File: config.mk
export PLATFORM = sky130hd
export DESIGN_NAME = grn_output_packer_flat
export DESIGN_NICKNAME = d
export VERILOG_FILES = /design/src/rtl/grn_output_packer_pkg.sv /design/src/rtl/grn_output_packer_if.sv /design/src/rtl/grn_output_packer.sv /design/src/flat_wrapper.sv
export SDC_FILE = /design/constraint.sdc
export NUM_CORES = 1
export LEC_CHECK = 0
export ABC_CLOCK_PERIOD_IN_PS = 5100
export CAP_MARGIN = 20
export CELL_PAD_IN_SITES_DETAIL_PLACEMENT = 1
export CELL_PAD_IN_SITES_GLOBAL_PLACEMENT = 1
export CORE_AREA = 2 2 231 233
export CTS_CLUSTER_SIZE = 20
export DETAILED_ROUTE_END_ITERATION = 10
export DIE_AREA = 0 0 233 235
export PLACE_DENSITY_LB_ADDON = 0.3
export RECOVER_POWER = 25
export SYNTH_ARGS = -nofsm -noshare
export SYNTH_HDL_FRONTEND = slang
export SYNTH_SLANG_ARGS = --single-unit
File: constraint.sdc
create_clock -name clk -period 5.1 [get_ports clk]
set_input_delay 0.51 -clock clk [delete_from_list [all_inputs] [get_ports clk]]
set_output_delay 0.51 -clock clk [all_outputs]
set_load 0.02 [all_outputs]
File: src/rtl/grn_output_packer_pkg.sv
// Shared definitions for the GRN output path: packer FSM states and the
// default entry/word widths used by the arbiter, FIFO and packer.
package grn_output_packer_pkg;

   localparam int IN_WIDTH_DEF  = 32;
   localparam int OUT_WIDTH_DEF = 512;

   typedef enum logic [1:0] {
      ST_IDLE = 2'd0,
      ST_FILL = 2'd1,
      ST_SEND = 2'd2,
      ST_DONE = 2'd3
   } state_t;

endpackage

File: src/rtl/grn_output_packer_if.sv
// Packed-word stream from the output packer to the host/DMA writer.
// master: out_valid/out_data/out_last out, out_ready in; slave: reverse.
interface grn_output_packer_if
   import grn_output_packer_pkg::*;
#(
   parameter int OUT_WIDTH = OUT_WIDTH_DEF
) ();

   logic                 out_valid;
   logic                 out_ready;
   logic [OUT_WIDTH-1:0] out_data;
   logic                 out_last;

   modport master (
      output out_valid,
      output out_data,
      output out_last,
      input  out_ready
   );

   modport slave (
      input  out_valid,
      input  out_data,
      input  out_last,
      output out_ready
   );

endinterface

File: src/rtl/grn_output_packer.sv
// Drains fifo_out and packs OUT_WIDTH/IN_WIDTH entries per output word;
// on flush emits the zero-padded partial word tagged last, then done.
// Ports: clk, rst (sync, high), start (0 = soft clear), flush,
//   fifo_out_empty/fifo_out_data in, fifo_out_rd_en out,
//   out_if (master: valid/ready/data/last), out_words, done.
module grn_output_packer
   import grn_output_packer_pkg::*;
#(
   parameter int IN_WIDTH  = IN_WIDTH_DEF,
   parameter int OUT_WIDTH = OUT_WIDTH_DEF
) (
   input  logic                clk,
   input  logic                rst,
   input  logic                start,
   input  logic                flush,
   input  logic                fifo_out_empty,
   input  logic [IN_WIDTH-1:0] fifo_out_data,
   output logic                fifo_out_rd_en,
   grn_output_packer_if.master out_if,
   output logic [31:0]         out_words,
   output logic                done
);

   localparam int RATIO = OUT_WIDTH / IN_WIDTH;
   localparam int LW    = $clog2(RATIO) + 1;
   localparam int BW    = $clog2(OUT_WIDTH);

   state_t               r_state;
   logic [OUT_WIDTH-1:0] r_buf;
   logic [LW-1:0]        r_lane_cnt;
   logic                 r_inflight;
   logic                 r_flush_seen;
   logic                 r_valid;
   logic                 r_last;
   logic                 r_done;
   logic [31:0]          r_words;

   logic [LW:0]          w_occupied;
   logic [LW-1:0]        w_lane_nxt;
   logic [BW-1:0]        w_lsb;
   logic                 w_rd_en;
   logic                 w_drained;

   // Count the read already in flight so a full word never over-reads.
   assign w_occupied = {1'b0, r_lane_cnt}
                     + {{LW{1'b0}}, r_inflight};
   assign w_rd_en    = (r_state == ST_FILL)
                     && !fifo_out_empty
                     && (w_occupied < (LW+1)'(RATIO));
   assign w_lane_nxt = r_lane_cnt + LW'(1);
   assign w_lsb      = BW'(r_lane_cnt) * BW'(IN_WIDTH);
   assign w_drained  = r_flush_seen && fifo_out_empty
                     && !r_inflight;

   always_ff @(posedge clk) begin
      if (rst || !start) begin
         r_state      <= ST_IDLE;
         r_buf        <= '0;
         r_lane_cnt   <= '0;
         r_inflight   <= 1'b0;
         r_flush_seen <= 1'b0;
         r_valid      <= 1'b0;
         r_last       <= 1'b0;
         r_done       <= 1'b0;
         r_words      <= '0;
      end else begin
         r_inflight <= w_rd_en;
         if (flush)
            r_flush_seen <= 1'b1;
         unique case (r_state)
            ST_IDLE: r_state <= ST_FILL;
            ST_FILL: begin
               if (r_inflight) begin
                  r_buf[w_lsb +: IN_WIDTH] <= fifo_out_data;
                  r_lane_cnt <= w_lane_nxt;
                  // A full word is never the tagged last one.
                  if (w_lane_nxt == LW'(RATIO)) begin
                     r_state <= ST_SEND;
                     r_valid <= 1'b1;
                     r_last  <= 1'b0;
                  end
               end else if (w_drained) begin
                  if (r_lane_cnt != '0) begin
                     r_state <= ST_SEND;
                     r_valid <= 1'b1;
                     r_last  <= 1'b1;
                  end else begin
                     r_state <= ST_DONE;
                     r_done  <= 1'b1;
                  end
               end
            end
            ST_SEND: begin
               if (out_if.out_ready) begin
                  r_valid    <= 1'b0;
                  r_last     <= 1'b0;
                  r_buf      <= '0;
                  r_lane_cnt <= '0;
                  r_words    <= r_words + 32'd1;
                  if (r_last) begin
                     r_state <= ST_DONE;
                     r_done  <= 1'b1;
                  end else begin
                     r_state <= ST_FILL;
                  end
               end
            end
            ST_DONE: r_state <= ST_DONE;
            default: r_state <= ST_IDLE;
         endcase
      end
   end

   assign fifo_out_rd_en   = w_rd_en;
   assign out_if.out_valid = r_valid;
   assign out_if.out_data  = r_buf;
   assign out_if.out_last  = r_last;
   assign out_words        = r_words;
   assign done             = r_done;

endmodule

File: src/flat_wrapper.sv
// flat-port wrapper written by rule: the top's interface ports become plain ports
module grn_output_packer_flat import grn_output_packer_pkg::*;
#(
   parameter int IN_WIDTH  = IN_WIDTH_DEF,
   parameter int OUT_WIDTH = OUT_WIDTH_DEF
)
  (clk, rst, start, flush, fifo_out_empty, fifo_out_data, fifo_out_rd_en, out_words, done, out_if_out_valid, out_if_out_data, out_if_out_last, out_if_out_ready);
  grn_output_packer_if #(.OUT_WIDTH(OUT_WIDTH)) out_if_i ();
  input  logic clk;
  input  logic rst;
  input  logic start;
  input  logic flush;
  input  logic fifo_out_empty;
  input  logic [IN_WIDTH-1:0] fifo_out_data;
  output logic fifo_out_rd_en;
  output logic [31:0] out_words;
  output logic done;
  output wire logic [$bits(out_if_i.out_valid)-1:0] out_if_out_valid;
  output wire logic [$bits(out_if_i.out_data)-1:0] out_if_out_data;
  output wire logic [$bits(out_if_i.out_last)-1:0] out_if_out_last;
  input wire logic [$bits(out_if_i.out_ready)-1:0] out_if_out_ready;
  assign out_if_out_valid = out_if_i.out_valid;
  assign out_if_out_data = out_if_i.out_data;
  assign out_if_out_last = out_if_i.out_last;
  assign out_if_i.out_ready = out_if_out_ready;
  grn_output_packer #(.IN_WIDTH(IN_WIDTH), .OUT_WIDTH(OUT_WIDTH)) u_core (.clk(clk), .rst(rst), .start(start), .flush(flush), .fifo_out_empty(fifo_out_empty), .fifo_out_data(fifo_out_data), .fifo_out_rd_en(fifo_out_rd_en), .out_if(out_if_i), .out_words(out_words), .done(done));
endmodule
# ---- Yosys cells after proc, flatten, opt, wreduce, memory -nomap -nowiden
# Index checks and enable logic that the tools add are counted.
dict set report totals {
  reg_bits 556
  input_bits 38
  elab_cells 74
}
dict set report op_classes {
  n_addsub 4
  n_lt_le_gt_ge 1
  n_eq_ne 13
  n_shift 2
  muxes 29
  reduce_logical 16
}
# cell count
set ops {}
lappend ops {{512-bit two-way mux} 2}
lappend ops {{512-bit one-hot mux with 2 select lines} 1}
lappend ops {{512-bit bitwise mux} 1}
lappend ops {{32-bit by 11-bit variable shift with 512-bit output, first input constant} 1}
lappend ops {{32-bit by 11-bit variable part select with 512-bit output} 1}
lappend ops {{32-bit by 1-bit adder with 32-bit output, second input constant} 1}
lappend ops {{1-bit two-way mux} 13}
lappend ops {{9-bit negation with 11-bit output} 1}
lappend ops {{2-bit two-way mux} 5}
lappend ops {{5-bit two-way mux} 2}
lappend ops {{5-bit one-hot mux with 2 select lines} 1}
lappend ops {{2-bit one-hot mux with 4 select lines} 1}
lappend ops {{5-bit by 1-bit adder with 6-bit output} 1}
lappend ops {{6-bit by 5-bit less-than comparator with 1-bit output, second input constant} 1}
lappend ops {{2-bit by 1-bit inequality test with 1-bit output, second input constant} 3}
lappend ops {{2-bit inequality test, second input constant} 3}
lappend ops {{1-bit one-hot mux with 2 select lines} 3}
lappend ops {{3-bit AND reduction} 2}
lappend ops {{6-bit AND reduction} 1}
lappend ops {{5-bit by 1-bit adder with 5-bit output, second input constant} 1}
lappend ops {{5-bit equality test, second input constant} 1}
lappend ops {{5-bit AND reduction} 1}
lappend ops {{5-bit nonzero test} 1}
lappend ops {{2-bit equality test, second input constant} 2}
lappend ops {{other kinds (10)} 15}

# ---- Logic depth before layout (Yosys ltp)
# Gate-level depths: netlist (run 1).
dict set report depth {
  word_depth 5
  mapped_depth 10
  ltp_nobuf 7
}

# ---- Least setup slack after synthesis (run 1)
# OpenSTA, ideal clock, no wires.
dict set report synth_path {
  kind {flip-flop to flip-flop}
  startpoint {reg u_core.r_lane_cnt[0]}
  endpoint {reg u_core.r_buf[100], in the netlist u_core.out_if.out_data[100]}
  arrival_ps 2274
  required_time_ps 4973
  setup_slack_ps 2699
  path_stages_with_launch 11
  n_path_buf 3
  synth_period_minus_slack_ps 2401
  cell_sequence {dfxtp_1 buf_2 inv_1 ha_1 or2_1 o32ai_2 a21oi_1 or2_1 clkbuf_1 clkbuf_1 o2bb2ai_1}
}
dict set report synth_via {
  elab_chain_cells 5
  word_cells_on_any_way 6
}
# element line
set synth_lines {}
lappend synth_lines {{start, declared} grn_output_packer.sv:30} ;# logic [LW-1:0] r_lane_cnt;
lappend synth_lines {{start signal, assigned} grn_output_packer.sv:75} ;# r_lane_cnt <= w_lane_nxt;
lappend synth_lines {{9-bit negation with 11-bit output *} grn_output_packer.sv:74} ;# r_buf[w_lsb +: IN_WIDTH] <= fifo_out_data;
lappend synth_lines {{32-bit by 11-bit variable part select with 512-bit output / 32-bit by 11-bit variable shift with 512-bit output (equally long branches)} grn_output_packer.sv:74}
lappend synth_lines {{512-bit bitwise mux *} grn_output_packer.sv:74}
lappend synth_lines {{512-bit two-way mux *} grn_output_packer.sv:73} ;# if (r_inflight) begin
lappend synth_lines {{512-bit one-hot mux with 2 select lines *} grn_output_packer.sv:70} ;# unique case (r_state)
lappend synth_lines {{end signal, assigned by index} grn_output_packer.sv:74}
lappend synth_lines {{end, declared} grn_output_packer.sv:29} ;# logic [OUT_WIDTH-1:0] r_buf;
# Every way passes the cells marked *; elsewhere a longest branch is shown, timed or not. The select of a mux whose other input is x is not followed.
# A chain may end at the register's enable or synchronous reset.

# ---- Final worst setup path (run 1)
dict set report layout_path {
  startpoint {reg u_core.r_state[0]}
  endpoint {reg u_core.r_buf[271], in the netlist u_core.out_if.out_data[271]}
}
dict set report layout_via {
  elab_chain_cells 3
  word_cells_on_any_way 7
}
# element line
set layout_lines {}
lappend layout_lines {{start, declared} grn_output_packer.sv:28} ;# state_t r_state;
lappend layout_lines {{start signal, assigned} grn_output_packer.sv:57} ;# r_state <= ST_IDLE;
lappend layout_lines {{start signal, assigned} grn_output_packer.sv:71} ;# ST_IDLE: r_state <= ST_FILL;
lappend layout_lines {{start signal, assigned} grn_output_packer.sv:78} ;# r_state <= ST_SEND;
lappend layout_lines {{2-bit by 1-bit equality test with 1-bit output / 2-bit equality test (equally long branches)} grn_output_packer.sv:70}
lappend layout_lines {{2-bit by 1-bit inequality test with 1-bit output (no line), or another cell as far along} n/a}
lappend layout_lines {{3-bit AND reduction (no line)} n/a}
# Several ways; a longest one is shown, not always the timed one.

==> results of run 1 <==
==> kinds of logic (layout without fill, tap and decap cells) <==
| kind of cell | Yosys count | count (layout) | share of synthesized area |
|---|---|---|---|
| compound gates | 573 | 573 | 0.270 |
| other cells | 0 | 6 | 0 |
| simple gates | 273 | 273 | 0.0697 |
| buf+inv | 170 | 731 | 0.0387 |
| mux | 2 | 2 | 0.00115 |
| flops | 556 | 556 | 0.601 |
| fa+ha+maj | 9 | 9 | 0.00608 |
| xor+xnor | 27 | 27 | 0.0128 |
==> sequential cells by signal, summed over array words and instances (netlist names) <==
signal / cells
u_core.out_if.out_valid: 1
u_core.out_words: 32
u_core.r_lane_cnt: 5
u_core.r_flush_seen: 1
u_core.r_state: 2
u_core.out_if.out_data: 512
u_core.done: 1
u_core.out_if.out_last: 1
u_core.r_inflight: 1
==> final timing paths <==
kind	end	cells past startpoint	from	slack, ns
max	u_core.out_if.out_data[271]$_SDFFE_PP0P_	7	u_core.r_state[0]$_SDFFE_PP0P_	1.89
max reg2reg	u_core.out_if.out_data[271]$_SDFFE_PP0P_	7	u_core.r_state[0]$_SDFFE_PP0P_	1.89
min	u_core.out_if.out_data[447]$_SDFFE_PP0P_	1	u_core.out_if.out_data[447]$_SDFFE_PP0P_	0.46
min reg2reg	u_core.out_if.out_data[447]$_SDFFE_PP0P_	1	u_core.out_if.out_data[447]$_SDFFE_PP0P_	0.46
==> cells in the final DEF (no fill, tap or decap), types with 15 or more instances in the layout <==
cell	netlist	layout
nand3_1	18	18
clkdlybuf4s50_1	0	314
a21oi_1	22	20
dlygate4sd3_1	0	271
nand2_1	100	98
xor2_1	15	15
dfxtp_1	556	556
buf_4	3	22
a32o_1	107	107
a32oi_1	32	32
clkbuf_8	0	16
o2bb2ai_1	341	341
a22o_1	32	32
clkbuf_16	0	59
nor2_1	77	74
==> per-layer routing <==
layer  vias to the layer above  part of all wire
li1                       7198                 -
met1                      8329              0.39
met2                       609              0.49
met3                       182             0.071
met4                         0             0.048
met5                         -                 0
==> stage by stage <==
step	hold slack (ns)	setup slack, ns	instance area [um2]
final	0.457	1.89	27100
after global routing	0.470	1.68	27100
after CTS	0.464	1.77	27000
after detailed placement	0.445	1.70	24900
after global placement	0.443	1.79	24900
after floorplan	0.438	2.70	18500
==> worst register-to-register path, cell delays in order, from the launching register on <==
cell and delay, ns:
dfxtp_1 0.40, inv_1 0.09, ha_1 0.47, mux2_2 0.48, a21oi_1 0.37, nor2_1 0.19
a31oi_4 0.88, a32o_1 0.28
==> area by class of cell <==
class,count,share of cell area
Multi-Input combinational cell,884,0.251
Timing Repair Buffer,614,0.228
Sequential cell,556,0.410
Clock buffer,78,0.0630
Antenna cell,6,0.000554
Inverter,11,0.00152
Clock inverter,28,0.0138
Tap cell,688,0.0317
==> report_power, final <==
| part | switching (uW) | leakage (uW) | internal (uW) |
|---|---|---|---|
| Sequential | 2.70 | 0.00448 | 4340 |
| Combinational | 262 | 0.00445 | 71.6 |
| Clock | 1850 | 0.00103 | 2710 |
| Total | 2120 | 0.00995 | 7130 |
==> out/metrics.csv, run 1 <==
stage,metric,value,unit
status,status,"complete, no violations",
die,die_h,235,um
die,fp.dieW,233,um
sta,drv_slew,0,
synth,yosysMostFrequentCell,dfxtp_1,
pwr,total_power,9240,uW
die,ios,586,
drt,drtIter0Drc,953,
grt,grt_usage,0.280,
finish,drive_gt1_frac,0.0728,
grt,antenna_found_initial,5,
synth,yosys_register_bits,556,
die,core,52200,um2
drt,wl,79.0,mm
drt,via_per_inst,5.70,
clock_tree,cts_made_buffers,58,
synth,syn_area,18500,um2
run,cap_viol_max_count,0,
worst_setup_path,crit_required,5.66,ns
clock_tree,cts_tree,yes,
synth,ys_seq_area_frac,0.601,
finish,fin_util,0.519,
finish,finalNonFillerCells,2865,
worst_setup_path,worstPathMaxFanout,32,
sta,skew,0.0255,ns
grt,overflow,0,
placed_design,placement.io_buffers,585,
clock_tree,cts.sinks,556,
drt,wl_per_cell,27.6,um
die,fp-row-count,84,
finish,fillers,5420,
placed_design,place_hpwl,53.7,mm
pwr,p_per_area,341,nW/um2
worst_setup_path,worstSetupStartpointType,register,
synth,syn_area_per_cell,11.5,um2
grt,top_usage_layer,met2,
clock_tree,ctsHoldBuffers,0,
finish,nNetsFinal,2172,
placed_design,place_congestion,0.831,
synth,synthDistinctLibCells,58,
synth,yosysTopAreaCell,dfxtp_1,
drt,drtPass1Iterations,5,
sta,tns,0,ns
finish,ff_latch_area,11100,um2
synth,synthTopCellsByArea,"dfxtp_1 (60%), o2bb2ai_1 (16%), a32o_1 (5.8%)",
synth,synthCells,1610,
worst_setup_path,endpoint_kind,register,
synth,ys.flop_type,dfxtp_1,
worst_setup_path,critPathTopFamily,compound AO/OA/AOI/OAI gates,
drt,route.vias.total,16300,
sta,fin_crit,3.21,ns
grt,use_met2,0.472,
sta,final_hold_viol_count,0,
sta,fmax,312,MHz
sta,rsz0062_at_grt,false,
synth,synthArstFlopShare,0,
clock_tree,post_cts_buffers,0,
die,start_util,0.354,
synth,synth_edf_count,0,
synth,synth_top_area_share,0.601,
drt,postRouteAntennaNets,0,
worst_setup_path,path_cells,inv_1 > ha_1 > mux2_2 > a21oi_1 > nor2_1 > a31oi_4 > a32o_1,
sta,finalSetupViolCount,0,
synth,synth_warnings,0,
worst_setup_path,criticalPathCategory,register to register,
grt,grt_pass1_vias,16700,
clock_tree,post_cts_resize_count,0,
sta,max-slew-margin-rel,0.257,
pwr,power.static_leakage,0.00995,uW
worst_setup_path,cp.arrival,3.76,ns
finish,multi_input_area,6800,um2
clock_tree,cts_max_level,2,
hold_path,hold_path.class,register to register,
sta,period_share,0.629,
grt,grt_max_degree,95,
worst_setup_path,path_buf_inv,1,
synth,ys_top_cells_by_count,"dfxtp_1 (556), o2bb2ai_1 (341), a32o_1 (107)",
clock_tree,cts_root_buf,clkbuf_16,
drt,drc_errors,0,
clock_tree,clock_path_buffers,3,
finish,area_growth,46.5,%
synth,synth_nets,1657,
worst_setup_path,cp_slowest_cell,a31oi_4,
die,dieArea,54800,um2
pwr,peakVddDrop,268,uV
placed_design,place_inst,2749,
clock_tree,clk_latency,0.63,ns
grt,met3_usage,0.0778,
grt,gr-usage-met1,0.330,
clock_tree,clkSlewWorstSetupHoldPaths,0.06,ns
worst_setup_path,critPathMaxStageDelay,0.88,ns
sta,tightest_slew,1.11,ns
grt,grt_pass1_wl,116,mm
Power figures use the tool's default switching activity.
==> inputs of run 2 (changes only) <==
--- a/config.mk
+++ b/config.mk
@@ -5,14 +5,13 @@
 export SDC_FILE = /design/constraint.sdc
 export NUM_CORES = 1
 export LEC_CHECK = 0
-export ABC_CLOCK_PERIOD_IN_PS = 5100
+export ABC_CLOCK_PERIOD_IN_PS = 3000
 export CAP_MARGIN = 20
 export CELL_PAD_IN_SITES_DETAIL_PLACEMENT = 1
 export CELL_PAD_IN_SITES_GLOBAL_PLACEMENT = 1
-export CORE_AREA = 2 2 231 233
+export CORE_UTILIZATION = 35
 export CTS_CLUSTER_SIZE = 20
 export DETAILED_ROUTE_END_ITERATION = 10
-export DIE_AREA = 0 0 233 235
 export PLACE_DENSITY_LB_ADDON = 0.3
 export RECOVER_POWER = 25
 export SYNTH_ARGS = -nofsm -noshare
==> constraint.sdc (replaced) <==
create_clock -name clk -period 3 [get_ports clk]
set_input_delay 0.3 -clock clk [delete_from_list [all_inputs] [get_ports clk]]
set_output_delay 0.3 -clock clk [all_outputs]
set_load 0.02 [all_outputs]
==> out/metrics.csv, run 2 (synthesis gave the netlist of run 1 again) <==
stage,metric,value,unit,change
status,status,"complete, no violations",,unchanged
worst_setup_path,path_buf_inv,2,,was 1
worst_setup_path,critPathTopFamily,buffers and inverters,,was compound AO/OA/AOI/OAI gates
sta,tns,0,ns,unchanged
placed_design,place_hpwl,54.2,mm,was 53.7 mm
worst_setup_path,regToRegStartpoint,u_core.r_lane_cnt[1]$_SDFFE_PP0P_,,was u_core.r_state[0]$_SDFFE_PP0P_
placed_design,placement.io_buffers,585,,unchanged
grt,grt_pass1_wl,114,mm,was 116 mm
grt,grt_pass1_vias,16800,,was 16700
pwr,power.static_leakage,0.00996,uW,was 0.00995 uW
worst_setup_path,endpoint_kind,output pin,,was register
worst_setup_path,r2r_end,u_core.out_if.out_data[227]$_SDFFE_PP0P_,,was u_core.out_if.out_data[271]$_SDFFE_PP0P_
clock_tree,cts_root_buf,clkbuf_16,,unchanged
finish,area_growth,46.4,%,was 46.5%
worst_setup_path,cp-endpoint,fifo_out_rd_en,,was u_core.out_if.out_data[271]$_SDFFE_PP0P_
drt,route.met2.wl,37.9,mm,was 38.9 mm
worst_setup_path,criticalPathCategory,register to output pin,,was register to register
sta,tightest_slew,1.03,ns,was 1.11 ns
worst_setup_path,worstPathMaxFanout,6,,was 32
drt,wl_per_cell,27.1,um,was 27.6 um
clock_tree,cts_max_level,2,,unchanged
drt,met1_length,31.0,mm,was 30.7 mm
worst_setup_path,worstSetupStartpointType,register,,unchanged
die,fp-row-count,83,,was 84
finish,final_cell_mix,"dfxtp_1 (556), o2bb2ai_1 (341), clkdlybuf4s50_1 (319), dlygate4sd3_1 (266), a32o_1 (107)",,"was dfxtp_1 (556), o2bb2ai_1 (341), clkdlybuf4s50_1 (314), dlygate4sd3_1 (271), a32o_1 (107)"
worst_setup_path,crit_cells,5,,was 7
clock_tree,clock_path_buffers,3,,unchanged
die,core,51800,um2,was 52200 um2
worst_setup_path,critPathMaxStageDelay,0.70,ns,was 0.88 ns
drt,drtPass1Iterations,5,,unchanged
sta,hold_ws,0.276,ns,was 0.457 ns
sta,drv_slew,0,,unchanged
clock_tree,cts_made_buffers,57,,was 58
drt,via_per_inst,5.67,,was 5.70
sta,period_share,0.927,,
clock_tree,cts.sinks,556,,unchanged
worst_setup_path,cp-startpoint,u_core.r_state[1]$_SDFFE_PP0P_,,was u_core.r_state[0]$_SDFFE_PP0P_
drt,drc_errors,0,,unchanged
clock_tree,post_cts_buffers,0,,unchanged
die,dieArea,53800,um2,was 54800 um2
drt,route.vias.total,16300,,about the same
pwr,peakVddDrop,429,uV,was 268 uV
finish,drive_gt1_frac,0.0769,,was 0.0728
finish,fillers,5348,,was 5420
sta,fmax,360,MHz,
clock_tree,clk_latency,0.63,ns,about the same
die,ios,586,,unchanged
worst_setup_path,cp_slowest_cell,clkdlybuf4s50_1,,was a31oi_4
sta,max-slew-margin-rel,0.307,,was 0.257
grt,grt_usage,0.281,,was 0.280
worst_setup_path,crit_required,2.70,ns,was 5.66 ns
finish,mostFrequentLayoutCell,dfxtp_1,,unchanged
sta,fin_crit,2.78,ns,
run,cap_viol_max_count,0,,unchanged
finish,ff_latch_area,11100,um2,unchanged
clock_tree,ctsHoldBuffers,0,,unchanged
sta,skew,0.0325,ns,was 0.0255 ns
die,die_h,232,um,was 235 um
worst_setup_path,ff2ff_path_depth,6,,was 7
grt,antenna_found_initial,1,,was 5
die,fp.dieW,232,um,was 233 um
clock_tree,post_cts_resize_count,0,,unchanged
grt,overflow,0,,unchanged
grt,grt_max_degree,62,,was 95
worst_setup_path,path_cells,inv_1 > ha_1 > nand2b_1 > a311oi_1 > clkdlybuf4s50_1,,was inv_1 > ha_1 > mux2_2 > a21oi_1 > nor2_1 > a31oi_4 > a32o_1
drt,highest_layer,met4,,unchanged
worst_setup_path,cp.arrival,2.48,ns,was 3.76 ns
pwr,p_per_area,556,nW/um2,was 341 nW/um2
drt,drtIter0Drc,940,,was 953
die,start_util,0.357,,was 0.354
placed_design,place_congestion,0.834,,was 0.831
finish,multi_input_area,6790,um2,was 6800 um2
drt,dr_wl_met3,5.47,mm,was 5.63 mm
sta,rsz0062_at_grt,false,,unchanged
finish,largest_reg_flops,512,,unchanged
clock_tree,clkSlewWorstSetupHoldPaths,0.06,ns,about the same
finish,nNetsFinal,2199,,was 2172
drt,postRouteAntennaNets,0,,unchanged
drt,wl,78.1,mm,was 79.0 mm
sta,final_hold_viol_count,0,,unchanged
sta,finalSetupViolCount,0,,unchanged
hold_path,hold_path.class,primary input to register,,was register to register
worst_setup_path,r2r_slack,0.26,ns,was 1.89 ns
clock_tree,cts_tree,yes,,unchanged
-- run 2: worst min-delay path, delay by kind of cell --
| family | cells | cell delay [ns] |
|---|---|---|
| and+or+nand+nor | 2 | 0.13 |
| buffers and inverters | 1 | 0.40 |
-- run 2: worst min path at each step --
stage / endpoint / cells after the start / slack (ns) / start
after floorplan: u_core.r_flush_seen$_SDFFE_PP0P_ / 2 / 0.42 / flush
after global placement: u_core.out_if.out_data[435]$_SDFFE_PP0P_ / 1 / 0.44 / u_core.out_if.out_data[435]$_SDFFE_PP0P_
after detailed placement: u_core.out_if.out_data[109]$_SDFFE_PP0P_ / 1 / 0.45 / u_core.out_if.out_data[109]$_SDFFE_PP0P_
after CTS: u_core.r_flush_seen$_SDFFE_PP0P_ / 3 / 0.24 / flush
after global routing: u_core.r_flush_seen$_SDFFE_PP0P_ / 3 / 0.28 / flush
final: u_core.r_flush_seen$_SDFFE_PP0P_ / 3 / 0.28 / flush
-- run 2: through the flow --
stage | total power [uW] | setup WS [ns] | instances | instance area, um2 | utilization
final | 15100 | 0.220 | 2879 | 27100 | 0.523
after global routing | 15500 | 0.0319 | 2879 | 27100 | 0.523
after CTS | 15200 | 0.165 | 2877 | 27100 | 0.523
after detailed placement | 8150 | 0.310 | 2772 | 25200 | 0.487
after global placement | 8140 | 0.451 | 2772 | 25200 | 0.487
after floorplan | 7820 | 0.599 | 1610 | 18500 | -
-- run 2: report_power, final --
part | leakage (uW) | internal, uW | switching, uW
sequential | 0.00448 | 7390 | 4.62
clock | 0.000919 | 4040 | 3040
combinational | 0.00456 | 147 | 451
total | 0.00996 | 11600 | 3490
-- run 2: area by class of cell --
class	count	share of cell area
clock inverters	20	0.00711
well taps	680	0.0314
multi-input cells	884	0.251
diodes	1	0.0000923
clock buffers	85	0.0617
repair buffers	642	0.237
inverters	11	0.00152
flip-flops and latches	556	0.411
-- run 2: routing by layer --
metal	track usage	up-vias
met4	0.134	0
met3	0.0750	168
met2	0.474	579
met1	0.328	8323
li1	-	7245
met5	0	-
==> inputs of run 3 (changes only) <==
--- a/config.mk
+++ b/config.mk
@@ -14,6 +14,7 @@
 export DETAILED_ROUTE_END_ITERATION = 10
 export PLACE_DENSITY_LB_ADDON = 0.3
 export RECOVER_POWER = 25
+export SLEW_MARGIN = 30
 export SYNTH_ARGS = -nofsm -noshare
 export SYNTH_HDL_FRONTEND = slang
 export SYNTH_SLANG_ARGS = --single-unit
==> out/metrics.csv, run 3 (synthesis gave the netlist of run 1 again) <==
stage,metric,value,unit,change
sta,tightest_slew,1.08,ns,was 1.03 ns
finish,final_cell_mix,"dfxtp_1 (556), o2bb2ai_1 (341), clkdlybuf4s50_1 (319), dlygate4sd3_1 (266), a32o_1 (107)",,unchanged
drt,drc_errors,0,,unchanged
sta,final_hold_viol_count,0,,unchanged
worst_setup_path,r2r_slack,0.23,ns,was 0.26 ns
sta,finalSetupViolCount,0,,unchanged
worst_setup_path,cp-startpoint,u_core.r_state[1]$_SDFFE_PP0P_,,unchanged
placed_design,place_congestion,0.834,,unchanged
worst_setup_path,cp.arrival,2.48,ns,about the same
clock_tree,ctsHoldBuffers,0,,unchanged
finish,drive_gt1_frac,0.0844,,was 0.0769
worst_setup_path,worstPathMaxFanout,6,,unchanged
clock_tree,cts_root_buf,clkbuf_16,,unchanged
hold_path,hold_path.class,primary input to register,,unchanged
pwr,p_per_area,587,nW/um2,was 556 nW/um2
die,dieArea,53800,um2,unchanged
clock_tree,cts_max_level,2,,unchanged
worst_setup_path,critPathMaxStageDelay,0.71,ns,was 0.70 ns
finish,nNetsFinal,2201,,was 2199
worst_setup_path,crit_required,2.70,ns,about the same
clock_tree,post_cts_resize_count,0,,unchanged
drt,drtPass1Iterations,4,,was 5
placed_design,place_hpwl,54.2,mm,about the same
placed_design,placement.io_buffers,585,,unchanged
clock_tree,clkSlewWorstSetupHoldPaths,0.06,ns,about the same
pwr,power.static_leakage,0.0101,uW,was 0.00996 uW
status,status,"complete, no violations",,unchanged
die,core,51800,um2,unchanged
worst_setup_path,path_cells,inv_1 > ha_1 > nand2b_1 > a311oi_1 > clkdlybuf4s50_1,,unchanged
drt,via_per_inst,5.69,,was 5.67
sta,drv_slew,0,,unchanged
die,fp.dieW,232,um,unchanged
sta,fin_crit,2.78,ns,about the same
drt,route.vias.total,16400,,was 16300
sta,max-slew-margin-rel,0.280,,was 0.307
grt,grt_pass1_vias,17100,,was 16800
worst_setup_path,ff2ff_path_depth,8,,was 6
die,ios,586,,unchanged
clock_tree,cts.sinks,556,,unchanged
clock_tree,cts_made_buffers,58,,was 57
worst_setup_path,cp_slowest_cell,clkdlybuf4s50_1,,unchanged
grt,grt_usage,0.283,,was 0.281
hold_path,hold_path_startpoint,flush,,unchanged
sta,final.setup.worst_slack,0.218,ns,was 0.220 ns
run,cap_viol_max_count,0,,unchanged
worst_setup_path,criticalPathCategory,register to output pin,,unchanged
finish,mostFrequentLayoutCell,dfxtp_1,,unchanged
grt,grt_max_degree,62,,unchanged
worst_setup_path,regToRegStartpoint,u_core.r_lane_cnt[1]$_SDFFE_PP0P_,,unchanged
sta,rsz0062_at_grt,false,,unchanged
finish,largest_reg_flops,512,,unchanged
sta,period_share,0.927,,about the same
die,fp-row-count,83,,unchanged
grt,overflow,0,,unchanged
pwr,peakVddDrop,446,uV,was 429 uV
sta,skew,0.0233,ns,was 0.0325 ns
clock_tree,cts_tree,yes,,unchanged
drt,wl,79.2,mm,was 78.1 mm
worst_setup_path,endpoint_kind,output pin,,unchanged
hold_path,holdPathEnd,u_core.r_flush_seen$_SDFFE_PP0P_,,unchanged
finish,finalNonFillerCells,2885,,was 2879
die,start_util,0.357,,unchanged
clock_tree,clk_latency,0.62,ns,was 0.63 ns
placed_design,place_worst_setup_slack,0.306,ns,was 0.310 ns
drt,drtIter0Drc,954,,was 940
grt,grt_pass1_wl,115,mm,was 114 mm
clock_tree,clock_path_buffers,3,,unchanged
drt,postRouteAntennaNets,0,,unchanged
pwr,total_power,16100,uW,was 15100 uW
sta,fmax,359,MHz,was 360 MHz
clock_tree,post_cts_buffers,0,,unchanged
hold_path,min_delay_path_depth,3,,unchanged
finish,fin_util,0.529,,was 0.523
finish,area_growth,48.1,%,was 46.4%
die,die_h,232,um,unchanged
worst_setup_path,r2r_end,u_core.out_if.out_data[73]$_SDFFE_PP0P_,,was u_core.out_if.out_data[227]$_SDFFE_PP0P_
placed_design,place_inst,2773,,was 2772
worst_setup_path,worstSetupStartpointType,register,,unchanged
sta,tns,0,ns,unchanged
grt,antenna_found_initial,1,,unchanged
drt,wl_per_cell,27.4,um,was 27.1 um
## run 3: area by class of cell
| type | count | area [um2] |
|---|---|---|
| sequential | 556 | 11100 |
| clock inverter | 40 | 582 |
| fill | 5309 | 24400 |
| timing repair buffer | 643 | 6440 |
| tap | 680 | 851 |
| clock buffer | 70 | 1590 |
| antenna | 1 | 2.50 |
| inverter | 11 | 41.3 |
| multi-input combinational | 884 | 6790 |
## run 3: how the worst max path moves through the flow
stage	end	slack [ns]	cells after the start
2_1_floorplan	u_core.out_if.out_data[100]$_SDFFE_PP0P_	0.60	10
3_3_place_gp	u_core.out_if.out_data[470]$_SDFFE_PP0P_	0.45	8
3_5_place_dp	u_core.out_if.out_data[402]$_SDFFE_PP0P_	0.31	7
4_1_cts	fifo_out_rd_en	0.19	5
5_1_grt	fifo_out_rd_en	0.08	5
6_report	fifo_out_rd_en	0.22	5
## run 3: report_power, final
| group | switching, uW | internal [uW] |
|---|---|---|
| registers | 4.82 | 7390 |
| clock network | 3190 | 4920 |
| logic | 458 | 153 |
| total | 3650 | 12500 |
## run 3: metal layers
layer / vias to the layer above / part of all wire / track usage
met5: - / 0 / 0
met4: 0 / 0.037 / 0.110
met3: 142 / 0.066 / 0.0728
met2: 533 / 0.50 / 0.489
met1: 8495 / 0.40 / 0.333
li1: 7260 / - / -
## run 3: stage by stage
step,cell area [um2],hold WS [ns]
2_1_floorplan,18500,0.416
3_3_place_gp,25200,0.443
3_5_place_dp,25200,0.445
4_1_cts,27400,0.230
5_1_grt,27400,0.266
6_report,27400,0.264
## run 3: worst max-delay path, delay by kind of cell (launching register included)
kind | cells | cell delay (ns)
buffers and inverters | 2 | 0.83
DFF | 1 | 0.33
AOI/OAI and AO/OA | 1 | 0.33
adders and majority gates | 1 | 0.28
and+or+nand+nor | 1 | 0.11
